### config.mk
export PLATFORM = sky130hd
export DESIGN_NAME = regfile_sb
export DESIGN_NICKNAME = d
export VERILOG_FILES = /design/src/rtl/regfile_sb.sv
export SDC_FILE = /design/constraint.sdc
export NUM_CORES = 1
export LEC_CHECK = 0
export ABC_AREA = 1
export BUFFER_PORTS_ARGS = -buffer_cell sky130_fd_sc_hd__buf_2
export CORE_ASPECT_RATIO = 0.6
export CORE_MARGIN = 2
export CORE_UTILIZATION = 50
export CTS_CLUSTER_DIAMETER = 40
export DETAILED_ROUTE_END_ITERATION = 6
export PLACE_DENSITY = 0.77
export SETUP_SLACK_MARGIN = 0.02
export SLEW_MARGIN = 20
export SYNTH_ARGS = -nofsm -noshare
export SYNTH_HDL_FRONTEND = slang
export SYNTH_SLANG_ARGS = --single-unit
### constraint.sdc
create_clock -name clk -period 1.4 [get_ports clk]
set_input_delay 0.28 -clock clk [delete_from_list [all_inputs] [get_ports clk]]
set_output_delay 0.28 -clock clk [all_outputs]
set_load 0.03 [all_outputs]
### src/rtl/regfile_sb.sv
// NUM_REGS x DATA_W register file with a per-register busy scoreboard; reads are combinational, writes and locks take effect on the clock edge.
// There is no backpressure: a denied lock (lock_grant=0) is retried by the requester. Defining REGFILE_BYPASS_EN forwards write data to same-cycle reads.
module regfile_sb #(
  parameter int DATA_W   = 4,
  parameter int NUM_REGS = 4,
  parameter int ADDR_W   = $clog2(NUM_REGS),
  parameter int ZERO_REG = 0
) (
  input  logic              clk,
  input  logic              reset_n,
  input  logic              we,
  input  logic [ADDR_W-1:0] w_addr,
  input  logic [DATA_W-1:0] w_data,
  input  logic [ADDR_W-1:0] r_addr_a,
  input  logic [ADDR_W-1:0] r_addr_b,
  output logic [DATA_W-1:0] r_data_a,
  output logic [DATA_W-1:0] r_data_b,
  output logic              busy_a,
  output logic              busy_b,
  input  logic              lock_req,
  input  logic [ADDR_W-1:0] lock_addr,
  output logic              lock_grant,
  output logic [NUM_REGS-1:0] busy_vec
);

  logic [DATA_W-1:0]   regs [NUM_REGS];
  logic [NUM_REGS-1:0] busy;
  logic [NUM_REGS-1:0] busy_nxt;
  logic                write_ok;
  logic [DATA_W-1:0]   stored_a;
  logic [DATA_W-1:0]   stored_b;

  // Writes to a hardwired zero register are dropped entirely.
  assign write_ok   = we && !((ZERO_REG != 0) && (w_addr == '0));
  assign lock_grant = lock_req && !busy[lock_addr];
  assign busy_vec   = busy;

  // Release is applied before the lock so that a same-cycle write+lock to an idle register ends up busy.
  always_comb begin
    busy_nxt = busy;
    if (we) busy_nxt[w_addr] = 1'b0;
    if (lock_grant) busy_nxt[lock_addr] = 1'b1;
    if (ZERO_REG != 0) busy_nxt[0] = 1'b0;
  end

  always_ff @(posedge clk) begin
    if (!reset_n) begin
      for (int i = 0; i < NUM_REGS; i++) regs[i] <= '0;
      busy <= '0;
    end else begin
      if (write_ok) regs[w_addr] <= w_data;
      busy <= busy_nxt;
    end
  end

  always_comb begin
    stored_a = regs[r_addr_a];
    stored_b = regs[r_addr_b];
    if ((ZERO_REG != 0) && (r_addr_a == '0)) stored_a = '0;
    if ((ZERO_REG != 0) && (r_addr_b == '0)) stored_b = '0;
  end

`ifdef REGFILE_BYPASS_EN
  logic fwd_a;
  logic fwd_b;

  assign fwd_a    = reset_n && write_ok && (r_addr_a == w_addr);
  assign fwd_b    = reset_n && write_ok && (r_addr_b == w_addr);
  assign r_data_a = fwd_a ? w_data : stored_a;
  assign r_data_b = fwd_b ? w_data : stored_b;
  assign busy_a   = fwd_a ? 1'b0 : busy[r_addr_a];
  assign busy_b   = fwd_b ? 1'b0 : busy[r_addr_b];
`else
  assign r_data_a = stored_a;
  assign r_data_b = stored_b;
  assign busy_a   = busy[r_addr_a];
  assign busy_b   = busy[r_addr_b];
`endif

endmodule

==> flow_summary.yaml, run 1 <==
status:
  outcome: "finished, violations left"
  violations: "setup timing"
floorplanning:
  die_width_um: 64.8
  die_h_um: 40.5
  io_pins: 31
  num_rows: 13
  initial_core_util_pct: 52.1
  die-area_sq_um: 2620
  core-area_sq_um: 2130
clocking:
  htree_levels: 1
  numCtsBuffers: 3
  clock_latency_ns: 0.25
  post-cts-setup-buffers: 0
  cts_tree: "built"
  cts.path.max_buffers: 2
  cts.sinks: 20
  cts_root_buffer: "clkbuf_8"
  clk_pin_slew_ns: 0.07
timing:
  slew_headroom_pct: 83.7
  finalHoldViolCount: 0
  worstMarginPinSlew_ns: 0.245
  whs_ns: 0.373
  rsz0062_at_grt: "yes"
  setup_slack_ns: -0.00763
  finalCritPeriodShare_pct: 101
  skew_ns: 0.000416
  layout_min_cycle_time_ns: 1.41
  fmax_ghz: 0.710
  finalSetupViolCount: 1
  slew_viol_final: 0
finish:
  syn_to_final_growth_pct: 30.6
  utilization_pct: 68.0
  drive_gt1_share_pct: 33.7
  nets: 192
  n_antenna_cell: 0
  layout.cells.non_filler: 205
power_and_ir_drop:
  pwr-share-clk_pct: 25.1
  p_per_area_nw_per_um2: 991
  p_leak_uw: 0.000640
  power_frac_seq_pct: 50.3
  finalPower_uw: 1440
  p_int_uw: 1000
  p_sw_uw: 431
  ir_worst_vdd_v: 0.000568
  power_frac_comb_pct: 24.6
  switching_share_pct: 30.0
placement:
  io_buffers: 30
  place.gp.congestion: 0.905
  hpwl_um: 2240
  place_ws_ns: 0.00795
  dp_cells: 201
synthesis:
  synth.distinct_cells: 16
  yosysTopAreaCellShare_pct: 43.3
  avgSynthCellArea_sq_um: 7.87
  seq_area_frac_synth_pct: 50.5
  synth_nets: 157
  yosysMostFrequentCell: "nor2_1"
  ys.flop_type: "edfxtp_1"
  synth_edf_count: 16
  yosysTopAreaCell: "edfxtp_1"
  yosys-top-cells-area: "edfxtp_1 43%, nor2_1 11%, o21ai_0 9.0%, dfxtp_1 7.2%, nand3_1 6.8%"
  syn_area_sq_um: 1110
  ys_ff_latch: 20
  syn_inst: 141
  yosysWarnings: 0
  yosys-top-cells-count: "33 x nor2_1, 20 x o21ai_0, 16 x edfxtp_1, 16 x nand2_1, 15 x nand3_1"
  async_reset_ff_share_pct: 0
critical_path:
  critPathLaunch: "regs[1][0]"
  reg2reg_from: "busy_vec[1]"
  worstSetupEndpoint: "r_data_b[0]"
  worstSetupStartpointType: "register"
  r2r_setup_slack_ns: 0.43
  end_kind: "primary output"
  required_ns: 1.12
  crit_arrival_ns: 1.13
  critical_path_class: "register to primary output"
  r2r_cells: 5
  worstReg2RegEnd: "busy_vec[0]"
  cp_max_fo: 2
routing:
  firstDrtPassIters: 4
  drc_errors: 0
  num_vias: 1128
  drtIter0Drc: 177
  wl_per_cell_um: 13.9
  viasPerCell: 5.50
  wl_um: 2850
  ant_nets: 0
global_route:
  first_global_vias: 911
  grt_pass1_wl_um: 4080
  grt.overflow.total: 0
  grt_max_degree: 12
  antenna_found_initial: 0
  grt_use_total_pct: 21.7
run:
  max_cap_violations: 0
worst_hold_path:
  hold_path_class: "input pin to register"
-- power by group through the flow --
stage,Clock (uW),Sequential (uW),Combinational [uW]
floorplan,0,729,201
global placement,0,727,300
detailed placement,0,729,310
CTS,365,720,325
global route,386,726,377
finish,361,723,353
-- area by class of cell --
type	count	area, sq um
tap	30	37.5
multi-input combinational	102	524
sequential	20	571
clock buffer	3	41.3
clock inverter	1	3.75
fill	181	682
timing repair buffer	33	204
inverter	16	67.6
-- through the flow --
step | TNS (ns) | instance area, sq um
after CTS | 0 | 1390
after global placement | 0 | 1320
final | -0.00763 | 1450
after floorplan | 0 | 1130
after global routing | -0.104 | 1450
after detailed placement | 0 | 1320
-- layer usage --
metal / wire length [um] / vias to the layer above / global-route usage, %
li1: - / 551 / -
met1: 1360 / 512 / 29.8
met2: 1240 / 61 / 36.9
met3: 211 / 4 / 2.81
met4: 37 / 0 / 6.91
met5: 0 / - / 0
-- flip-flops by register name, indices dropped and copies added (netlist names) --
register / flops
regs: 16
busy_vec: 4
-- placed cells by master, fill, tap and decap left out --
cell type / Yosys / final
nor2_4: 1 / 2
dfxtp_2: 0 / 2
buf_2: 2 / 19
nor3_1: 4 / 3
nand2_1: 16 / 16
nand3_1: 15 / 13
clkinvlp_4: 0 / 2
o22ai_1: 10 / 7
o21ai_1: 0 / 15
inv_2: 3 / 3
nor2_2: 1 / 1
dfxtp_4: 0 / 2
nand2_2: 2 / 2
clkbuf_8: 0 / 3
nand3_2: 0 / 2
nor2_1: 33 / 32
inv_1: 11 / 11
edfxtp_1: 16 / 16
o22ai_2: 0 / 3
o21ai_0: 20 / 2
o21ai_2: 0 / 3
nor3_2: 0 / 1
buf_4: 1 / 13
clkinv_1: 2 / 1
buf_6: 0 / 1
-- cell families after synthesis --
family                 synth area share [%]
AND/OR/NAND/NOR                        27.8
AO/OA/AOI/OAI                          14.7
flip-flops                             50.5
buffers and inverters                  6.99
-- worst min path at each step --
| stage | from | endpoint | slack, ns | cells after the start |
|---|---|---|---|---|
| 2_1_floorplan | lock_addr[1] | busy_vec[1] | 0.46 | 3 |
| 3_3_place_gp | busy_vec[2] | busy_vec[2] | 0.52 | 2 |
| 3_5_place_dp | busy_vec[1] | busy_vec[1] | 0.54 | 2 |
| 4_1_cts | lock_addr[0] | busy_vec[2] | 0.36 | 4 |
| 5_1_grt | reset_n | busy_vec[2] | 0.39 | 3 |
| 6_report | reset_n | busy_vec[3] | 0.37 | 3 |
-- worst max-delay path, cell delays in order (launching register included) --
cell	delay, ns
edfxtp_1	0.44
o21ai_1	0.18
o22ai_1	0.09
buf_4	0.17
-- timing repair --
action,in CTS,in global routing
pin swaps,0,14
gates cloned,0,0
endpoints found under the hold margin,0,0
gates resized for setup,23,27
endpoints found under the setup margin,10,11
hold buffers,0,0
Power figures use the tool's default switching activity.
==> inputs of run 2 (changes only) <==
Clock period 1.4 ns to 1.48 ns, I/O delays scaled along.
==> run 2 against run 1 <==
  * Count of clock-buffer cells in the layout stayed put
  * Non-clock buffer count did not move
  * Sequential share of layout area grew 1.8 points
  * Highest routed layer unchanged
  * The run now ends clean
  * Worst setup slack better by 0.050 ns
  * Global-route usage down 0.40 points
  * Via count shrank 1.6%
  * Final cell count stayed put
  * Critical endpoint is now r_data_a[0]
  * Clock skew is essentially flat
  * Largest power group unchanged
==> flow_summary.yaml, run 2 (synthesis gave the netlist of run 1 again) <==
timing:
  slew_headroom_pct: 82.2
  finalCritPeriodShare_pct: 97.1
  slew_viol_final: 0
  layout_min_cycle_time_ns: 1.44
  rsz0062_at_grt: "yes"
  finalSetupTns_ns: 0
  whs_ns: 0.380
  skew_ns: 0.000382
  worstMarginPinSlew_ns: 0.265
  fmax_ghz: 0.696
  finalHoldViolCount: 0
  finalSetupViolCount: 0
placement:
  hpwl_um: 2220
  io_buffers: 30
  place.gp.congestion: 0.906
  dp_cells: 201
critical_path:
  end_kind: "primary output"
  worstSetupStartpointType: "input pin"
  cp_top_family: "buffers and inverters"
  cp_slowest_stage_delay_ns: 0.26
  crit_arrival_ns: 1.14
  critical_path_class: "input pin to primary output"
  slowest_stage: "o21ai_1"
  crit_buf_inv: 3
  path_cells: "buf_2, clkinv_1, o21ai_1, o22ai_1, buf_2"
  critPathLaunch: "r_addr_a[0]"
  cpMostUsedCell: "buf_2"
  cp_max_fo: 10
  reg2reg_from: "busy_vec[0]"
  required_ns: 1.18
  r2r_setup_slack_ns: 0.52
global_route:
  grt_max_degree: 12
  first_global_vias: 892
  grt_use_total_pct: 21.3
  grt.overflow.total: 0
  grt_pass1_wl_um: 4020
  antenna_found_initial: 0
power_and_ir_drop:
  p_sw_uw: 396
  switching_share_pct: 29.9
  p_int_uw: 929
  p_leak_uw: 0.000625
  ir_worst_vdd_v: 0.000543
  pwr-share-clk_pct: 26.0
  p_per_area_nw_per_um2: 965
  power_frac_comb_pct: 22.5
  power_frac_seq_pct: 51.5
routing:
  drc_errors: 0
  wl_um: 2760
  ant_nets: 0
  viasPerCell: 5.41
  num_vias: 1110
  firstDrtPassIters: 4
  drtIter0Drc: 215
  wl_per_cell_um: 13.4
finish:
  layout.cells.non_filler: 205
  final_cell_mix: "33 x nor2_1, 29 x buf_2, 16 x nand2_1, 16 x edfxtp_1, 15 x nand3_1"
  largest-register: "regs"
  n_antenna_cell: 0
  utilization_pct: 64.4
  seq_area_sq_um: 566
  largest_reg_flops: 16
  fill_cells: 201
  drive_gt1_share_pct: 28.6
  multi_input_area_sq_um: 489
  nets: 192
  syn_to_final_growth_pct: 23.7
  layout_commonest_cell: "nor2_1"
worst_hold_path:
  hold_start: "reset_n"
  hold_path_class: "input pin to register"
floorplanning:
  die-area_sq_um: 2620
  core-area_sq_um: 2130
  initial_core_util_pct: 52.1
  die_h_um: 40.5
  num_rows: 13
  die_width_um: 64.8
  io_pins: 31
run:
  max_cap_violations: 0
clocking:
  clk_pin_slew_ns: 0.07
  numCtsBuffers: 3
  cts_tree: "built"
  clock_latency_ns: 0.25
  cts_root_buffer: "clkbuf_8"
  cts.sinks: 20
  htree_levels: 1
  cts.path.max_buffers: 2
  post-cts-setup-buffers: 0
status:
  outcome: "completed"
[run 2: cell types whose count changed in the layout (fill, tap and decap cells not counted), moves of 3 or more]
cell     before  now
o21ai_2       3    0
o21ai_1      15    9
buf_2        19   29
buf_4        13    4
o21ai_0       2   11
[run 2: metal layers]
| layer | global-route usage, % | routed length, um | up-vias |
|---|---|---|---|
| li1 | - | - | 550 |
| met1 | 30.1 | 1320 | 500 |
| met2 | 34.5 | 1190 | 56 |
| met3 | 3.37 | 219 | 4 |
| met4 | 6.38 | 25 | 0 |
| met5 | 0 | 0 | - |
[run 2: final timing paths]
kind,endpoint,depth (start not counted)
setup / recovery,r_data_a[0],5
hold / removal,busy_vec[3],3
setup reg to reg,busy_vec[0],5
hold reg to reg,busy_vec[3],2
[run 2: layout make-up]
class | count | area share (%)
flip-flops and latches | 20 | 41.2
multi-input cells | 102 | 35.6
repair buffers | 33 | 12.8
inverters | 16 | 4.38
clock buffers | 3 | 3.01
well taps | 30 | 2.73
clock inverters | 1 | 0.273
[run 2: tightest hold or removal path: cells and delay by family]
| kind | cells | cell delay, ns |
|---|---|---|
| buffers and inverters | 1 | 0.15 |
| AND/OR/NAND/NOR | 2 | 0.14 |
[run 2: power by group through the flow]
| stage | logic (uW) | registers [uW] | clock network (uW) |
|---|---|---|---|
| 2_1_floorplan | 190 | 689 | 0 |
| 3_3_place_gp | 284 | 688 | 0 |
| 3_5_place_dp | 293 | 690 | 0 |
| 4_1_cts | 294 | 679 | 345 |
| 5_1_grt | 322 | 686 | 368 |
| 6_report | 298 | 682 | 345 |
[run 2: per-stage QoR]
| stage | setup WS [ns] | area, sq um | power, uW |
|---|---|---|---|
| 2_1_floorplan | 0.139 | 1130 | 879 |
| 3_3_place_gp | 0.122 | 1320 | 972 |
| 3_5_place_dp | 0.0514 | 1320 | 983 |
| 4_1_cts | 0.0316 | 1370 | 1320 |
| 5_1_grt | 0.0195 | 1370 | 1380 |
| 6_report | 0.0427 | 1370 | 1330 |
[run 2: repair_timing]
| action | in CTS | in global routing |
|---|---|---|
| hold buffers | 0 | 0 |
| setup endpoints to repair | 4 | 8 |
| pin swaps | 0 | 1 |
| resized for setup | 3 | 12 |
